**src/rtl/mem_store_buffer_pkg.sv**
```systemverilog
// Shared definitions for the posted-store buffer in front of the data memory:
// store opcodes, store-entry payload, drain-control state encoding.
// No ports (package).
package mips_pkg;

    localparam int unsigned ADDR_W = 32;
    localparam int unsigned DATA_W = 32;
    localparam int unsigned OPC_W  = 6;

    localparam logic [OPC_W-1:0] OP_SB = 6'h28;
    localparam logic [OPC_W-1:0] OP_SH = 6'h29;
    localparam logic [OPC_W-1:0] OP_SW = 6'h2B;

    typedef struct packed {
        logic              valid;
        logic [ADDR_W-1:0] addr;
        logic [DATA_W-1:0] data;
        logic [OPC_W-1:0]  opcode;
    } sb_entry_t;

    typedef enum logic [1:0] {
        ST_IDLE  = 2'd0,
        ST_DRAIN = 2'd1,
        ST_FULL  = 2'd2
    } drain_state_t;

    // True for the three store opcodes the buffer accepts.
    function automatic logic is_store_op(input logic [OPC_W-1:0] op);
        return (op == OP_SB) || (op == OP_SH) || (op == OP_SW);
    endfunction

endpackage

```
**src/rtl/mem_store_buffer_if.sv**
```systemverilog
// Bus bundle for the store buffer: MEM-stage store and load ports, data
// memory write port, and occupancy.
//   slave  : the store buffer side
//   master : the pipeline / memory side (testbench)
interface mem_store_buffer_if
    import mips_pkg::*;
#(
    parameter int unsigned DEPTH = 4
);
    localparam int unsigned CNT_W = $clog2(DEPTH) + 1;

    // store port from MEM stage
    logic              st_valid;
    logic              st_ready;
    logic [ADDR_W-1:0] st_addr;
    logic [DATA_W-1:0] st_data;
    logic [OPC_W-1:0]  st_opcode;
    // load check port
    logic              ld_valid;
    logic [ADDR_W-1:0] ld_addr;
    logic              ld_hit;
    logic [DATA_W-1:0] ld_data;
    logic              ld_stall;
    // data memory write port
    logic              mem_wr_valid;
    logic              mem_wr_ready;
    logic [ADDR_W-1:0] mem_addr;
    logic [DATA_W-1:0] mem_wdata;
    logic [OPC_W-1:0]  mem_opcode;
    // occupancy
    logic [CNT_W-1:0]  count;

    modport slave (
        input  st_valid, st_addr, st_data, st_opcode,
        output st_ready,
        input  ld_valid, ld_addr,
        output ld_hit, ld_data, ld_stall,
        output mem_wr_valid, mem_addr, mem_wdata, mem_opcode,
        input  mem_wr_ready,
        output count
    );

    modport master (
        output st_valid, st_addr, st_data, st_opcode,
        input  st_ready,
        output ld_valid, ld_addr,
        input  ld_hit, ld_data, ld_stall,
        input  mem_wr_valid, mem_addr, mem_wdata, mem_opcode,
        output mem_wr_ready,
        input  count
    );

endinterface

```
**src/rtl/mem_store_buffer_match.sv**
```systemverilog
// sb_match_unit: compares a load address against every valid store entry and
// reports whether any matches plus the index of the youngest matching entry.
// Ports:
//   valid_i   per-entry valid bits
//   addr_i    per-entry word addresses
//   head_i    head pointer (oldest entry); defines age order
//   ld_addr_i load word address
//   hit_o     at least one valid entry matches
//   idx_o     youngest matching entry index (0 when no hit)
module sb_match_unit
    import mips_pkg::*;
#(
    parameter int unsigned DEPTH = 4
) (
    input  logic [DEPTH-1:0]             valid_i,
    input  logic [DEPTH-1:0][ADDR_W-1:0] addr_i,
    input  logic [$clog2(DEPTH)-1:0]     head_i,
    input  logic [ADDR_W-1:0]            ld_addr_i,
    output logic                         hit_o,
    output logic [$clog2(DEPTH)-1:0]     idx_o
);
    localparam int unsigned PTR_W = $clog2(DEPTH);

    logic [PTR_W-1:0] pos;

    // Walk oldest to youngest from head; the last match seen is the youngest.
    always_comb begin
        hit_o = 1'b0;
        idx_o = '0;
        pos   = '0;
        for (int unsigned i = 0; i < DEPTH; i++) begin
            pos = head_i + PTR_W'(i);
            if (valid_i[pos] && (addr_i[pos] == ld_addr_i)) begin
                hit_o = 1'b1;
                idx_o = pos;
            end
        end
    end

endmodule

```
**src/rtl/mem_store_buffer.sv**
```systemverilog
// mem_store_buffer: posted-store FIFO in front of the word-addressed data
// memory. Stores (sb/sh/sw) are queued and drained one per memory handshake;
// loads are checked against pending stores so they never see stale data.
// Optional feature macro: STORE_FWD_EN
//   defined   -> a load whose youngest matching entry is a sw is forwarded
//   undefined -> any matching entry stalls the load; ld_hit/ld_data tied 0
// Ports:
//   clk    clock, rising edge
//   reset  asynchronous, active-high; discards all entries
//   bus    mem_store_buffer_if.slave (store, load, memory write, count)
module mem_store_buffer
    import mips_pkg::*;
#(
    parameter int unsigned DEPTH = 4
) (
    input  logic                  clk,
    input  logic                  reset,
    mem_store_buffer_if.slave     bus
);
    localparam int unsigned PTR_W = $clog2(DEPTH);
    localparam int unsigned CNT_W = PTR_W + 1;

    sb_entry_t [DEPTH-1:0] entries_q, entries_d;
    logic [PTR_W-1:0]      head_q, head_d;
    logic [PTR_W-1:0]      tail_q, tail_d;
    logic [CNT_W-1:0]      count_q, count_d;
    drain_state_t          state_q, state_d;

    logic                        st_ready_c;
    logic                        enq;
    logic                        deq;
    logic [DEPTH-1:0]            entry_valid;
    logic [DEPTH-1:0][ADDR_W-1:0] entry_addr;
    logic                        match_hit;
    logic [PTR_W-1:0]            match_idx;
    logic                        ld_hit_c;
    logic                        ld_stall_c;
    logic [DATA_W-1:0]           ld_data_c;

    // Handshake qualifiers; the FSM state mirrors empty/full occupancy.
    assign st_ready_c = (state_q != ST_FULL);
    assign enq        = bus.st_valid && st_ready_c && is_store_op(bus.st_opcode);
    assign deq        = (state_q != ST_IDLE) && bus.mem_wr_ready;

    // Queue next-state: pointers, count and entry contents.
    always_comb begin
        entries_d = entries_q;
        head_d    = head_q + PTR_W'(deq);
        tail_d    = tail_q + PTR_W'(enq);
        count_d   = count_q;
        if (deq) begin
            entries_d[head_q].valid = 1'b0;
        end
        // enq and deq never target the same slot: full blocks enq, empty blocks deq
        if (enq) begin
            entries_d[tail_q].valid  = 1'b1;
            entries_d[tail_q].addr   = bus.st_addr;
            entries_d[tail_q].data   = bus.st_data;
            entries_d[tail_q].opcode = bus.st_opcode;
        end
        case ({enq, deq})
            2'b10:   count_d = count_q + CNT_W'(1);
            2'b01:   count_d = count_q - CNT_W'(1);
            default: count_d = count_q;
        endcase
    end

    // Drain control next-state.
    always_comb begin
        state_d = state_q;
        case (state_q)
            ST_IDLE: begin
                if (enq) begin
                    state_d = ST_DRAIN;
                end
            end
            ST_DRAIN: begin
                if (count_d == CNT_W'(DEPTH)) begin
                    state_d = ST_FULL;
                end else if (count_d == '0) begin
                    state_d = ST_IDLE;
                end
            end
            ST_FULL: begin
                if (deq) begin
                    state_d = ST_DRAIN;
                end
            end
            default: state_d = ST_IDLE;
        endcase
    end

    always_ff @(posedge clk or posedge reset) begin
        if (reset) begin
            entries_q <= '0;
            head_q    <= '0;
            tail_q    <= '0;
            count_q   <= '0;
            state_q   <= ST_IDLE;
        end else begin
            entries_q <= entries_d;
            head_q    <= head_d;
            tail_q    <= tail_d;
            count_q   <= count_d;
            state_q   <= state_d;
        end
    end

    // Flatten entry fields needed by the matcher.
    always_comb begin
        entry_valid = '0;
        entry_addr  = '0;
        for (int unsigned i = 0; i < DEPTH; i++) begin
            entry_valid[i] = entries_q[i].valid;
            entry_addr[i]  = entries_q[i].addr;
        end
    end

    sb_match_unit #(
        .DEPTH (DEPTH)
    ) u_match (
        .valid_i   (entry_valid),
        .addr_i    (entry_addr),
        .head_i    (head_q),
        .ld_addr_i (bus.ld_addr),
        .hit_o     (match_hit),
        .idx_o     (match_idx)
    );

    // Load check against registered entries only, so a same-cycle enqueue is
    // not seen while a same-cycle dequeuing head still is.
`ifdef STORE_FWD_EN
    always_comb begin
        ld_hit_c   = 1'b0;
        ld_stall_c = 1'b0;
        ld_data_c  = '0;
        if (bus.ld_valid && match_hit) begin
            if (entries_q[match_idx].opcode == OP_SW) begin
                ld_hit_c  = 1'b1;
                ld_data_c = entries_q[match_idx].data;
            end else begin
                // partial-word store: memory must merge it first
                ld_stall_c = 1'b1;
            end
        end
    end
`else
    logic unused_match_idx;
    assign unused_match_idx = ^match_idx;

    always_comb begin
        ld_hit_c   = 1'b0;
        ld_data_c  = '0;
        ld_stall_c = bus.ld_valid && match_hit;
    end
`endif

    assign bus.st_ready     = st_ready_c;
    assign bus.ld_hit       = ld_hit_c;
    assign bus.ld_stall     = ld_stall_c;
    assign bus.ld_data      = ld_data_c;
    assign bus.mem_wr_valid = (state_q != ST_IDLE);
    assign bus.mem_addr     = entries_q[head_q].addr;
    assign bus.mem_wdata    = entries_q[head_q].data;
    assign bus.mem_opcode   = entries_q[head_q].opcode;
    assign bus.count        = count_q;

endmodule

```
**src/flat_wrapper.sv**
```systemverilog
// flat-port wrapper written by rule: the top's interface ports become plain ports
module mem_store_buffer_flat import mips_pkg::*;
#(
    parameter int unsigned DEPTH = 4
)
  (clk, reset, bus_st_valid, bus_st_addr, bus_st_data, bus_st_opcode, bus_st_ready, bus_ld_valid, bus_ld_addr, bus_ld_hit, bus_ld_data, bus_ld_stall, bus_mem_wr_valid, bus_mem_addr, bus_mem_wdata, bus_mem_opcode, bus_mem_wr_ready, bus_count);
  mem_store_buffer_if #(.DEPTH(DEPTH)) bus_i ();
  input  logic clk;
  input  logic reset;
  input wire logic [$bits(bus_i.st_valid)-1:0] bus_st_valid;
  input wire logic [$bits(bus_i.st_addr)-1:0] bus_st_addr;
  input wire logic [$bits(bus_i.st_data)-1:0] bus_st_data;
  input wire logic [$bits(bus_i.st_opcode)-1:0] bus_st_opcode;
  output wire logic [$bits(bus_i.st_ready)-1:0] bus_st_ready;
  input wire logic [$bits(bus_i.ld_valid)-1:0] bus_ld_valid;
  input wire logic [$bits(bus_i.ld_addr)-1:0] bus_ld_addr;
  output wire logic [$bits(bus_i.ld_hit)-1:0] bus_ld_hit;
  output wire logic [$bits(bus_i.ld_data)-1:0] bus_ld_data;
  output wire logic [$bits(bus_i.ld_stall)-1:0] bus_ld_stall;
  output wire logic [$bits(bus_i.mem_wr_valid)-1:0] bus_mem_wr_valid;
  output wire logic [$bits(bus_i.mem_addr)-1:0] bus_mem_addr;
  output wire logic [$bits(bus_i.mem_wdata)-1:0] bus_mem_wdata;
  output wire logic [$bits(bus_i.mem_opcode)-1:0] bus_mem_opcode;
  input wire logic [$bits(bus_i.mem_wr_ready)-1:0] bus_mem_wr_ready;
  output wire logic [$bits(bus_i.count)-1:0] bus_count;
  assign bus_i.st_valid = bus_st_valid;
  assign bus_i.st_addr = bus_st_addr;
  assign bus_i.st_data = bus_st_data;
  assign bus_i.st_opcode = bus_st_opcode;
  assign bus_st_ready = bus_i.st_ready;
  assign bus_i.ld_valid = bus_ld_valid;
  assign bus_i.ld_addr = bus_ld_addr;
  assign bus_ld_hit = bus_i.ld_hit;
  assign bus_ld_data = bus_i.ld_data;
  assign bus_ld_stall = bus_i.ld_stall;
  assign bus_mem_wr_valid = bus_i.mem_wr_valid;
  assign bus_mem_addr = bus_i.mem_addr;
  assign bus_mem_wdata = bus_i.mem_wdata;
  assign bus_mem_opcode = bus_i.mem_opcode;
  assign bus_i.mem_wr_ready = bus_mem_wr_ready;
  assign bus_count = bus_i.count;
  mem_store_buffer #(.DEPTH(DEPTH)) u_core (.clk(clk), .reset(reset), .bus(bus_i));
endmodule
```
**config.mk**
```make
export PLATFORM = sky130hd
export DESIGN_NAME = mem_store_buffer_flat
export DESIGN_NICKNAME = d
export VERILOG_FILES = /design/src/rtl/mem_store_buffer_pkg.sv /design/src/rtl/mem_store_buffer_if.sv /design/src/rtl/mem_store_buffer_match.sv /design/src/rtl/mem_store_buffer.sv /design/src/flat_wrapper.sv
export SDC_FILE = /design/constraint.sdc
export NUM_CORES = 1
export LEC_CHECK = 0
export CAP_MARGIN = 20
export CORE_MARGIN = 2
export CORE_UTILIZATION = 30
export CTS_BUF_LIST = sky130_fd_sc_hd__clkbuf_4
export DETAILED_ROUTE_END_ITERATION = 7
export GPL_TIMING_DRIVEN = 0
export PLACE_DENSITY = 0.48
export REMOVE_ABC_BUFFERS = 1
export SETUP_SLACK_MARGIN = 0.2
export SLEW_MARGIN = 0
export SYNTH_ARGS = -nofsm -noshare
export SYNTH_HDL_FRONTEND = slang
export SYNTH_SLANG_ARGS = --single-unit
export TNS_END_PERCENT = 50
```
**constraint.sdc**
```tcl
create_clock -name clk -period 21.3 [get_ports clk]
set_clock_uncertainty 0.2 [all_clocks]
set_input_delay 3.195 -clock clk [delete_from_list [all_inputs] [get_ports clk]]
set_output_delay 3.195 -clock clk [all_outputs]
set_load 0.03 [all_outputs]
```
After elaboration in Yosys (flattened, before gate mapping). Cells that the tools add are included.

Reduce and logical (&&, ||, !) cells: 16. $lt $le $gt $ge: 7. Add/subtract/negate cells: 7. Muxes and demuxes: 45. Equal/unequal tests: 16.

Operators with widths (count): bitwise mux 284 bit (5); demux 71 bit (select 2 bit) (5); two-way mux 284 bit (2); binary-select mux 32 bit (select 2 bit) (4); binary-select mux 71 bit (select 2 bit) (1); two-way mux 71 bit (2); two-way mux 70 bit (2); equality test 32 bit (4); two-way mux 32 bit (4); two-way mux 38 bit (1); equality test 6 bit (second input constant) (3); < comparator 2 x 3 -> 1 bit (second input constant) (5); logical AND 1 bit (10); binary-select mux 1 bit (select 2 bit) (4); two-way mux 1 bit (8); two-way mux 2 bit (4); two-way mux 6 bit (1); one-hot mux 2 bit (3 select lines) (1); one-hot mux 3 bit (2 select lines) (1); adder 2 x 1 -> 2 bit (2); adder 2 bit (second input constant) (2); equality test 2 x 1 -> 1 bit (second input constant) (2); equality test 2 bit (second input constant) (2); greater-or-equal comparator 2 x 1 -> 1 bit (second input constant) (2); other kinds (12) (14).

Bits in registers: 293. Word-level logic and storage cells: 111.

Logic depth before layout (Yosys ltp). Gate-level depths: netlist of run 1.

Depth in word-level cells: 11. Gate-level depth with buffers: 17. Mapped depth without buffers: 11.

Cells and area by module. From an unflattened synthesis of run 1, not the netlist that was laid out.

Cells, all modules: 1335. Area total of the unflattened synthesis: 18002.3 µm².

Modules (own cells, without submodules): mem_store_buffer (instances 1, sequential area each 7332.0 µm², area an instance 12896.1 µm², cells an instance 771); sb_match_unit (instances 1, sequential area each 0.0 µm², area an instance 5106.1 µm², cells an instance 564).

Least setup slack after synthesis of run 1. Ideal clock, no wire load.

Path kind: in2out. From: input port bus_ld_addr[25]. To: output port bus_ld_stall. Stages: 7. Arrival: 4970 ps. Path slack: 12935 ps. Cell sequence: clkbuf_1 o22ai_1 a221oi_1 a21oi_1 or4_1 nor4_1 o41a_1.

Word-level cells in the longest chain between the ends: 7.

Ends and longest elaborated chain: start: declaration (line flat_wrapper.sv:16) `input wire logic [$bits(bus_i.ld_addr)-1:0] bus_ld_addr;`; equality test 32 bit (line mem_store_buffer_match.sv:33) `if (valid_i[pos] && (addr_i[pos] == ld_addr_i)) begin`; logical AND 1 bit (line mem_store_buffer_match.sv:33); two-way mux 1 bit (3 in series) (line mem_store_buffer_match.sv:33); two-way mux 1 bit (*) (line mem_store_buffer_match.sv:33); logical AND 1 bit (*) (line mem_store_buffer.sv:154) `ld_stall_c = bus.ld_valid && match_hit;`; end: declaration (line flat_wrapper.sv:19) `output wire logic [$bits(bus_i.ld_stall)-1:0] bus_ld_stall;`.

Every way passes the cells marked *; elsewhere a longest branch is shown, timed or not.

Worst setup path after layout of run 1.
From: register u_core.head_q[0]. To: output port bus_ld_stall.

Word-level cells in the longest chain between the ends: 9.

Ends and longest elaborated chain: start: declaration (line mem_store_buffer.sv:24) `logic [PTR_W-1:0] head_q, head_d;`; start signal: assignment (line mem_store_buffer.sv:96) `head_q <= '0;`; start signal: assignment (line mem_store_buffer.sv:102) `head_q <= head_d;`; adder 2 x 1 -> 2 bit or binary-select mux 32 bit (select 2 bit) (tied branches) (line mem_store_buffer_match.sv:32, mem_store_buffer_match.sv:33); binary-select mux 32 bit (select 2 bit) or two-way mux 32 bit (tied branches) (line mem_store_buffer_match.sv:33); two-way mux 32 bit (not written as such) or equality test 32 bit (tied branches) (line mem_store_buffer_match.sv:33); equality test 32 bit or logical AND 1 bit (tied branches) (line mem_store_buffer_match.sv:33); logical AND 1 bit or two-way mux 1 bit (tied branches) (line mem_store_buffer_match.sv:33); two-way mux 1 bit (2 in series) (line mem_store_buffer_match.sv:33); two-way mux 1 bit (*) (line mem_store_buffer_match.sv:33); logical AND 1 bit (*) (line mem_store_buffer.sv:154).

Every way passes the cells marked *; elsewhere a longest branch is shown, timed or not. The select of a mux whose other input is x is not followed.

==> flow_summary.yaml, run 1 <==
global_route:
  overflow: 0
  grt_max_degree: 118
  grt.busiest_layer: "met2"
  track_usage: 0.1666
  use_met2: 0.2626
  grt_use_met1: 0.2097
  use_met3: 0.06203
  antenna_found_initial: 13
  grt_pass1_vias: 11814
  grt_pass1_wl_mm: 74.48
routing:
  routed_wl_mm: 48.90
  drc_errors: 0
  viasPerCell: 5.066
  wire_per_inst_um: 22.00
  drtIter0Drc: 595
  antenna_left: 0
  num_vias: 11261
  dr.pass1.iters: 5
sta:
  slew_headroom: 0.4696
  tightest_slew_ns: 0.7906
  finalHoldViolCount: 0
  max_freq_mhz: 93.39
  post-route-period-util: 0.5027
  final-max-slew-violation-count: 0
  fin_crit_ns: 10.71
  rsz0062_at_grt: "no"
  fin_setup_tns_ns: 0
  setup_viol: 0
setup_path:
  cp-start-kind: "flop"
  path_buf_inv: 5
  worstPathCellList: "buf_16, buf_12, clkinv_1, ha_4, buf_16, mux4_2, xor2_1, nor4_1, nand3_1, nor4_1, o41a_1, clkdlybuf4s50_1"
  r2r_slack_ns: 18.13
  rr_worst_depth: 7
  cp_top_family: "buffers and inverters"
  worstSetupEndpointType: "output port"
  slowest_delay_ns: 1.04
  reg2reg_to: "u_core.entries_q[212]$_DFF_PP0_"
  crit_cells: 12
  setup.worst_path.class: "flop to output port"
  endpoint: "bus_ld_stall"
  crit_fanout: 46
  crit_required_ns: 17.91
  crit_start: "u_core.head_q[0]$_DFF_PP0_"
  critical_path.slowest_cell: "ha_4"
  cp_data_arrival_time_ns: 7.31
  crit-reg2reg-launch: "u_core.head_q[0]$_DFF_PP0_"
die:
  initial_core_util: 0.3030
  die_height_um: 242.7
  io_pins: 216
  core_mm2: 0.05639
  row_count: 87
  die_area_mm2: 0.05888
  dieWidth_um: 242.7
clock_tree:
  holdBufCountCts: 0
  htreeDepth: 3
  tritoncts: "built"
  ctsLongestPathBuffers: 3
  cts_made_buffers: 92
  post_cts_resized: 0
  clock_latency_ns: 0.81
  clockRootBuffer: "clkbuf_4"
  cts_setup_buffers: 0
  cts.sinks: 293
  path_clk_slew_ns: 0.06
final_layout:
  drive_gt1_frac: 0.3873
  syn2layout_area_growth_pct: 22.31
  num-fill-cells: 5596
  finish.instance_area_mm2: 0.02090
  nets: 1523
  final_util: 0.3707
place:
  numPortBuffers: 182
  post_dp_cell_area_mm2: 0.01981
  gp_congestion: 0.8269
  hpwl_mm: 34.11
logic_synthesis:
  synthTopCellsByCount: "dfrtp_1, mux2_2, mux4_2"
  synth_area_leader_cell: "dfrtp_1"
  synthCells: 1196
  ys_seq_area_frac: 0.4291
  synth.most_common_cell: "dfrtp_1"
  yosysWarnings: 0
  synth_top_area_frac: 0.4291
  synth_area_leaders: "dfrtp_1, mux2_2, mux4_2"
  synth-seq-cells: 293
  syn-cell-area_mm2: 0.01709
  yosysUniqueCellTypes: 53
  synth_edf_count: 0
  synthArstFlopShare: 1.000
  synth-main-ff-cell: "dfrtp_1"
  syn-mean-instance-area_um2: 14.29
power:
  peakVddDrop_mv: 0.08200
  p_total_mw: 2.687
  p_leak_nw: 9.354
  pwr_density_cell_mw_per_mm2: 128.6
outcome:
  outcome: "completed"
hold_path:
  hold_path_class: "flop to flop"
run:
  drv_cap: 0
-- layout by cell type, fill, tap and decap left out, types with 4 or more instances in the layout --
master and count:
conb_1 33, nand2b_1 8, mux4_1 12, xnor2_1 37, buf_8 4, nor4_1 22
a21oi_1 9, mux4_2 131, nand3_1 4, ha_1 6, dfrtp_1 291, mux2_2 264
buf_16 12, o22ai_1 9, nor2b_1 4, and2_1 7, xor2_1 82, clkdlybuf4s50_1 182
o211ai_1 4, clkinv_1 17, buf_6 7, clkbuf_4 128, mux2i_1 58, inv_1 8
nand4_1 8, nand2_1 28, o21ai_0 8, nor2_1 21, nor3_1 7
-- report_power, final --
part | internal, mW | switching (mW) | leakage [nW]
combinational | 0.657 | 0.652 | 4.77
sequential | 0.691 | 0.149 | 3.95
clock | 0.276 | 0.262 | 0.641
-- worst min-delay path by stage --
| stage | startpoint | end | slack (ns) | depth (start not counted) |
|---|---|---|---|---|
| 4_1_cts | u_core.entries_q[3]$_DFFE_PP0P_ | u_core.entries_q[3]$_DFFE_PP0P_ | 0.26 | 1 |
| 3_3_place_gp | u_core.entries_q[218]$_DFFE_PP0P_ | u_core.entries_q[218]$_DFFE_PP0P_ | 0.25 | 1 |
| 2_1_floorplan | u_core.entries_q[147]$_DFFE_PP0P_ | u_core.entries_q[147]$_DFFE_PP0P_ | 0.23 | 1 |
| 6_report | u_core.entries_q[3]$_DFFE_PP0P_ | u_core.entries_q[3]$_DFFE_PP0P_ | 0.26 | 1 |
| 5_1_grt | u_core.entries_q[218]$_DFFE_PP0P_ | u_core.entries_q[218]$_DFFE_PP0P_ | 0.27 | 1 |
| 3_5_place_dp | u_core.entries_q[147]$_DFFE_PP0P_ | u_core.entries_q[147]$_DFFE_PP0P_ | 0.25 | 1 |
-- metal layers --
metal | wire length, um | share of wire
met1 | 20560 | 0.42
met4 | 1314 | 0.027
met2 | 23300 | 0.48
met5 | 117 | 0.0024
met3 | 3604 | 0.074
-- worst reg2reg max path, cell delays in order, from the launching register on --
cell      delay (ns)
dfrtp_4         0.88
buf_16          0.34
buf_12          0.30
clkinv_1        0.72
ha_1            0.51
nand2_1         0.06
nand2_1         0.05
nand2_1         0.06
-- kinds of logic (layout without fill, tap and decap cells) --
group                      after synthesis  in the layout  synth area share
AOI/OAI and AO/OA                       59             59           0.02468
xor gates and xnor gates               119            119           0.06099
adders and majority gates                8              8          0.006297
buffers and inverters                  132            368           0.04401
DFF                                    293            293            0.4291
muxes                                  465            465            0.3991
other                                    1             36         0.0002195
and+or+nand+nor                        119            119           0.03566
-- through the flow --
| stage | hold slack, ns | worst slack, ns | std cells |
|---|---|---|---|
| final | 0.2609 | 10.59 | 2223 |
| after global placement | 0.2452 | -0.6479 | 2045 |
| after CTS | 0.2645 | 10.46 | 2220 |
| after floorplan | 0.2287 | 5.609 | 1107 |
| after detailed placement | 0.2501 | 11.40 | 2070 |
| after global routing | 0.2705 | 10.27 | 2223 |
-- state kept, by name (all words and copies together), names as in the netlist --
| name | flops |
|---|---|
| u_core.entries_q | 284 |
| u_core.bus.count | 3 |
| u_core.head_q | 2 |
| u_core.state_q | 2 |
| u_core.tail_q | 2 |
-- layout make-up --
class,instances,area [um2],share of cell area
Multi-Input combinational cell,803,9161,0.4383
Timing Repair Buffer,207,2318,0.1109
Inverter,11,48.80,0.002335
Sequential cell,293,7340,0.3512
Clock buffer,128,960.9,0.04598
Tap cell,756,945.9,0.04526
Clock inverter,22,117.6,0.005627
Antenna cell,3,7.507,0.0003592
Note: power is estimated with default switching activity, not from simulation.
==> run 2, diff against run 1 <==
--- a/config.mk
+++ b/config.mk
@@ -11,7 +11,7 @@
 export CTS_BUF_LIST = sky130_fd_sc_hd__clkbuf_4
 export DETAILED_ROUTE_END_ITERATION = 7
 export GPL_TIMING_DRIVEN = 0
-export PLACE_DENSITY = 0.48
+export PLACE_DENSITY = 0.5
 export REMOVE_ABC_BUFFERS = 1
 export SETUP_SLACK_MARGIN = 0.2
 export SLEW_MARGIN = 0
==> constraint.sdc (replaced) <==
create_clock -name clk -period 9.65 [get_ports clk]
set_clock_uncertainty 0.2 [all_clocks]
set_input_delay 1.4475 -clock clk [delete_from_list [all_inputs] [get_ports clk]]
set_output_delay 1.4475 -clock clk [all_outputs]
set_load 0.03 [all_outputs]
==> run 2 against run 1 <==
  * Design area is 0.20% higher
  * Routed wire length is 0.43% lower
  * Sequential power up 120%
  * Setup slack worse by 9.1 ns
  * Critical path depth is 2 lower
  * Count of clock-buffer cells in the layout grew 5
  * Die area unchanged
  * Global-route usage about the same
  * Critical path type unchanged
  * Critical endpoint unchanged
  * Largest cell class unchanged
==> flow_summary.yaml, run 2 (synthesis results as in run 1) <==
outcome:
  outcome: "completed"
power:
  pwr_density_cell_mw_per_mm2: 284.7
  p_leak_nw: 9.367
  peakVddDrop_mv: 0.1863
sta:
  max_freq_mhz: 122.3
  worst_slack_ns: 1.472
  rsz0062_at_grt: "no"
  tightest_slew_ns: 0.7771
  final-max-slew-violation-count: 0
  post-route-period-util: 0.8475
  fin_crit_ns: 8.178
  setup_viol: 0
  slew_headroom: 0.4787
  finalHoldViolCount: 0
die:
  die_height_um: 242.7
  io_pins: 216
  row_count: 87
  die_area_mm2: 0.05888
  initial_core_util: 0.3030
  dieWidth_um: 242.7
  core_mm2: 0.05639
final_layout:
  num-fill-cells: 5531
  largest_reg_flops: 284
  finish.instance_area_mm2: 0.02094
  nets: 1521
  syn2layout_area_growth_pct: 22.55
  mostFrequentLayoutCells: "dfrtp_1, mux2_2, clkdlybuf4s50_1"
  regMostFlops: "u_core.entries_q"
  stdcell_count: 2234
  final_common_cell: "dfrtp_1"
  drive_gt1_frac: 0.3897
place:
  post_dp_cell_area_mm2: 0.01981
  post-place-ws_ns: 2.326
  gp_congestion: 0.8388
  hpwl_mm: 34.04
  numPortBuffers: 182
  dp_cells: 2071
global_route:
  overflow: 0
  grt_max_degree: 122
  track_usage: 0.1667
  grt_pass1_vias: 11927
  grt_pass1_wl_mm: 74.74
  antenna_found_initial: 11
routing:
  routed_wl_mm: 48.68
  wire_per_inst_um: 21.79
  dr.pass1.iters: 5
  num_vias: 11339
  drtIter0Drc: 554
  antenna_left: 0
  drc_errors: 0
  viasPerCell: 5.076
run:
  drv_cap: 0
setup_path:
  worstSetupEndpointType: "output port"
  cpMostUsedCell: "nor4_1"
  cp-start-kind: "flop"
  crit_fanout: 45
  slowest_delay_ns: 1.08
  setup.worst_path.class: "flop to output port"
  crit_required_ns: 8.00
  critical_path.slowest_cell: "ha_4"
  worstPathCellList: "clkinv_1, ha_4, buf_16, mux4_2, xor2_1, nor4_1, nand3_1, nor4_1, o41a_1, clkdlybuf4s50_1"
  cp_data_arrival_time_ns: 6.53
clock_tree:
  clockRootBuffer: "clkbuf_4"
  tritoncts: "built"
  post_cts_resized: 0
  htreeDepth: 3
  cts_setup_buffers: 0
  ctsLongestPathBuffers: 3
  clock_latency_ns: 0.81
  path_clk_slew_ns: 0.06
  cts.sinks: 293
  cts_made_buffers: 89
  holdBufCountCts: 0
hold_path:
  hold_path_class: "flop to flop"
==> run 2: cell types whose count changed in the layout (fill, tap and decap cells not counted), moves of 2 or more <==
| cell | delta |
|---|---|
| diode_2 | +2 |
| clkbuf_4 | +5 |
| buf_8 | +3 |
| buf_16 | -2 |
| clkinv_1 | +2 |
| clkinvlp_4 | +2 |
| inv_8 | -2 |
==> run 2: layer usage <==
metal	global-route usage	vias to the layer above	routed length, um
met1	0.2091	5913	20180
met2	0.2644	326	23280
met4	0.05900	16	1533
li1	-	4975	-
met5	0	-	94
met3	0.06115	109	3599
==> run 2: path summary, 6_finish.rpt <==
path	start	endpoint	slack (ns)	cells after the start
max	u_core.head_q[0]$_DFF_PP0_	bus_ld_stall	1.47	10
min	u_core.entries_q[74]$_DFFE_PP0P_	u_core.entries_q[74]$_DFFE_PP0P_	0.26	1
max reg2reg	u_core.state_q[0]$_DFFE_PP0P_	u_core.entries_q[33]$_DFFE_PP0P_	6.77	9
min reg2reg	u_core.entries_q[74]$_DFFE_PP0P_	u_core.entries_q[74]$_DFFE_PP0P_	0.26	1
max in group asynchronous	reset	u_core.entries_q[135]$_DFFE_PP0P_	7.30	3
min in group asynchronous	reset	u_core.entries_q[98]$_DFFE_PP0P_	0.87	2
==> run 2: layout make-up <==
type                    count  area (um2)  share of cell area
diodes                      5       12.51           0.0005975
clock buffers             133       998.5             0.04768
clock inverters            25       122.6            0.005855
inverters                  11       48.80            0.002330
multi-input cells         803        9161              0.4375
flip-flops and latches    293        7340              0.3505
well taps                 756       945.9             0.04517
repair buffers            208        2312              0.1104
==> run 2: power by group <==
part           switching, mW  leakage (nW)  internal, mW
registers              0.310          3.95          1.53
clock network          0.577         0.660         0.630
logic                   1.46          4.76          1.46
total                   2.35          9.37          3.62
==> run 2: per-stage QoR <==
stage	TNS [ns]	utilization	hold WS (ns)	total power, mW
finish	0	0.3714	0.2584	5.962
global placement	-1602.45	0.3417	0.2451	4.966
global route	0	0.3713	0.2772	6.352
floorplan	-30.97	-	0.2287	3.954
CTS	0	0.3712	0.2633	6.074
detailed placement	0	0.3513	0.2489	4.806
==> run 2: worst max-delay path: cells and delay by family, from the launching register on <==
kind	cells	cell delay, ns
buf+inv	3	1.76
fa+ha+maj	1	1.08
mux	1	0.55
compound gates	1	0.25
flops	1	0.66
xor+xnor	1	0.15
simple gates	3	1.18
==> run 3, diff against run 2 <==
--- a/config.mk
+++ b/config.mk
@@ -11,7 +11,7 @@
 export CTS_BUF_LIST = sky130_fd_sc_hd__clkbuf_4
 export DETAILED_ROUTE_END_ITERATION = 7
 export GPL_TIMING_DRIVEN = 0
-export PLACE_DENSITY = 0.5
+export PLACE_DENSITY = 0.48
 export REMOVE_ABC_BUFFERS = 1
 export SETUP_SLACK_MARGIN = 0.2
 export SLEW_MARGIN = 0
==> constraint.sdc (replaced) <==
create_clock -name clk -period 7.6 [get_ports clk]
set_clock_uncertainty 0.2 [all_clocks]
set_input_delay 1.14 -clock clk [delete_from_list [all_inputs] [get_ports clk]]
set_output_delay 1.14 -clock clk [all_outputs]
set_load 0.03 [all_outputs]
==> run 3 against run 2 <==
  * First-iteration DRC count up 9.9%
  * Clock power up 24%
  * Sequential share of layout area down 0.075 points
  * Critical path depth up 2
  * Global-route usage up 0.31 points
  * Final cell count down 0.27%
  * Largest power group unchanged
==> flow_summary.yaml, run 3 (synthesis results as in run 1) <==
outcome:
  outcome: "completed"
routing:
  wire_per_inst_um: 22.38
  dr.pass1.iters: 4
  routed_wl_mm: 49.86
  viasPerCell: 5.073
  num_vias: 11302
  drc_errors: 0
  antenna_left: 0
  drtIter0Drc: 609
power:
  pwr_density_cell_mw_per_mm2: 363.7
  p_leak_nw: 9.396
  peakVddDrop_mv: 0.2301
setup_path:
  crit_fanout: 45
  cpMostUsedCell: "nor4_1"
  setup.worst_path.class: "flop to output port"
  cp_data_arrival_time_ns: 5.59
  crit_required_ns: 6.26
  worstSetupEndpointType: "output port"
  worstPathCellList: "buf_16, buf_12, inv_4, ha_4, buf_4, mux4_2, xnor2_1, nor4_1, nand2_1, nor4_1, o41a_1, clkdlybuf4s50_1"
  r2r_slack_ns: 4.84
  critical_path.slowest_cell: "clkdlybuf4s50_1"
  slowest_delay_ns: 0.69
  cp-start-kind: "flop"
final_layout:
  nets: 1528
  largest_reg_flops: 284
  final_common_cell: "dfrtp_1"
  mostFrequentLayoutCells: "dfrtp_1, mux2_2, clkdlybuf4s50_1"
  finish.instance_area_mm2: 0.02099
  drive_gt1_frac: 0.3907
  stdcell_count: 2228
  syn2layout_area_growth_pct: 22.82
  regMostFlops: "u_core.entries_q"
sta:
  slew_headroom: 0.4947
  final-max-slew-violation-count: 0
  finalHoldViolCount: 0
  tightest_slew_ns: 0.7539
  worst_hold_slack_ns: 0.2610
  worst_slack_ns: 0.6689
  setup_viol: 0
  fin_setup_tns_ns: 0
  rsz0062_at_grt: "no"
  post-route-period-util: 0.9120
  fin_crit_ns: 6.931
  max_freq_mhz: 144.3
die:
  core_mm2: 0.05639
  initial_core_util: 0.3030
  die_area_mm2: 0.05888
  io_pins: 216
  die_height_um: 242.7
  row_count: 87
  dieWidth_um: 242.7
global_route:
  grt_pass1_wl_mm: 75.55
  antenna_found_initial: 13
  track_usage: 0.1697
  grt_max_degree: 118
  overflow: 0
  grt_pass1_vias: 11886
place:
  gp_congestion: 0.8269
  post-place-ws_ns: -0.2489
  hpwl_mm: 34.11
  numPortBuffers: 182
  dp_cells: 2070
  post_dp_cell_area_mm2: 0.01981
clock_tree:
  path_clk_slew_ns: 0.06
  cts_made_buffers: 92
  ctsLongestPathBuffers: 3
  tritoncts: "built"
  clock_latency_ns: 0.81
  cts.sinks: 293
  htreeDepth: 3
  clockRootBuffer: "clkbuf_4"
hold_path:
  hold_path_class: "flop to flop"
run:
  drv_cap: 0
## run 3: cell count changes in the layout (fill, tap and decap cells not counted), sizes merged
cell,change
buf,+4
clkbuf,-5
clkinv,-3
clkinvlp,-2
diode,-2
inv,+2
## run 3: layout make-up
class	instances	area, um2
fill	5593	35400
clock inverter	22	117.6
inverter	11	51.30
clock buffer	128	960.9
timing repair buffer	212	2396
sequential	293	7340
multi-input combinational	803	9168
tap	756	945.9
antenna	3	7.507
## run 3: worst max-delay path: cells and delay by family (launching register included)
| kind | cells | cell delay (ns) |
|---|---|---|
| mux | 1 | 0.56 |
| compound gates | 1 | 0.26 |
| fa+ha+maj | 1 | 0.34 |
| xor+xnor | 1 | 0.20 |
| simple gates | 3 | 0.95 |
| buf+inv | 5 | 1.78 |
| flops | 1 | 0.66 |
## run 3: worst paths after layout
path,start,endpoint,cells after the start
worst max register to register,u_core.state_q[0]$_DFFE_PP0P_,u_core.entries_q[196]$_DFFE_PP0P_,9
max in group asynchronous,reset,u_core.entries_q[15]$_DFFE_PP0P_,3
worst max-delay path,u_core.head_q[0]$_DFF_PP0_,bus_ld_stall,12
worst min register to register,u_core.entries_q[3]$_DFFE_PP0P_,u_core.entries_q[3]$_DFFE_PP0P_,1
min in group asynchronous,reset,u_core.entries_q[245]$_DFFE_PP0P_,2
worst min-delay path,u_core.entries_q[3]$_DFFE_PP0P_,u_core.entries_q[3]$_DFFE_PP0P_,1
## run 3: power by group
group	switching, mW	internal, mW
Combinational	1.91	1.89
Clock	0.732	0.773
Sequential	0.391	1.94
Total	3.04	4.60
## run 3: metal layers
| metal | up-vias | part of all wire | global-route usage |
|---|---|---|---|
| li1 | 4972 | - | - |
| met1 | 5893 | 0.42 | 0.2127 |
| met2 | 305 | 0.48 | 0.2698 |
| met3 | 112 | 0.073 | 0.06280 |
| met4 | 20 | 0.026 | 0.05846 |
| met5 | - | 0.0023 | 0 |
## run 3: through the flow
| stage | utilization | power, mW |
|---|---|---|
| after global routing | 0.3722 | 8.121 |
| after floorplan | - | 5.021 |
| final | 0.3722 | 7.633 |
| after CTS | 0.3720 | 7.787 |
| after global placement | 0.3417 | 6.318 |
| after detailed placement | 0.3514 | 6.100 |
## run 3: repair_timing
action,CTS,global route
setup buffers,5,0
resized for setup,2,1
setup endpoints to repair,1,1
hold buffers,0,0
cloned,0,0
pin swaps,1,0
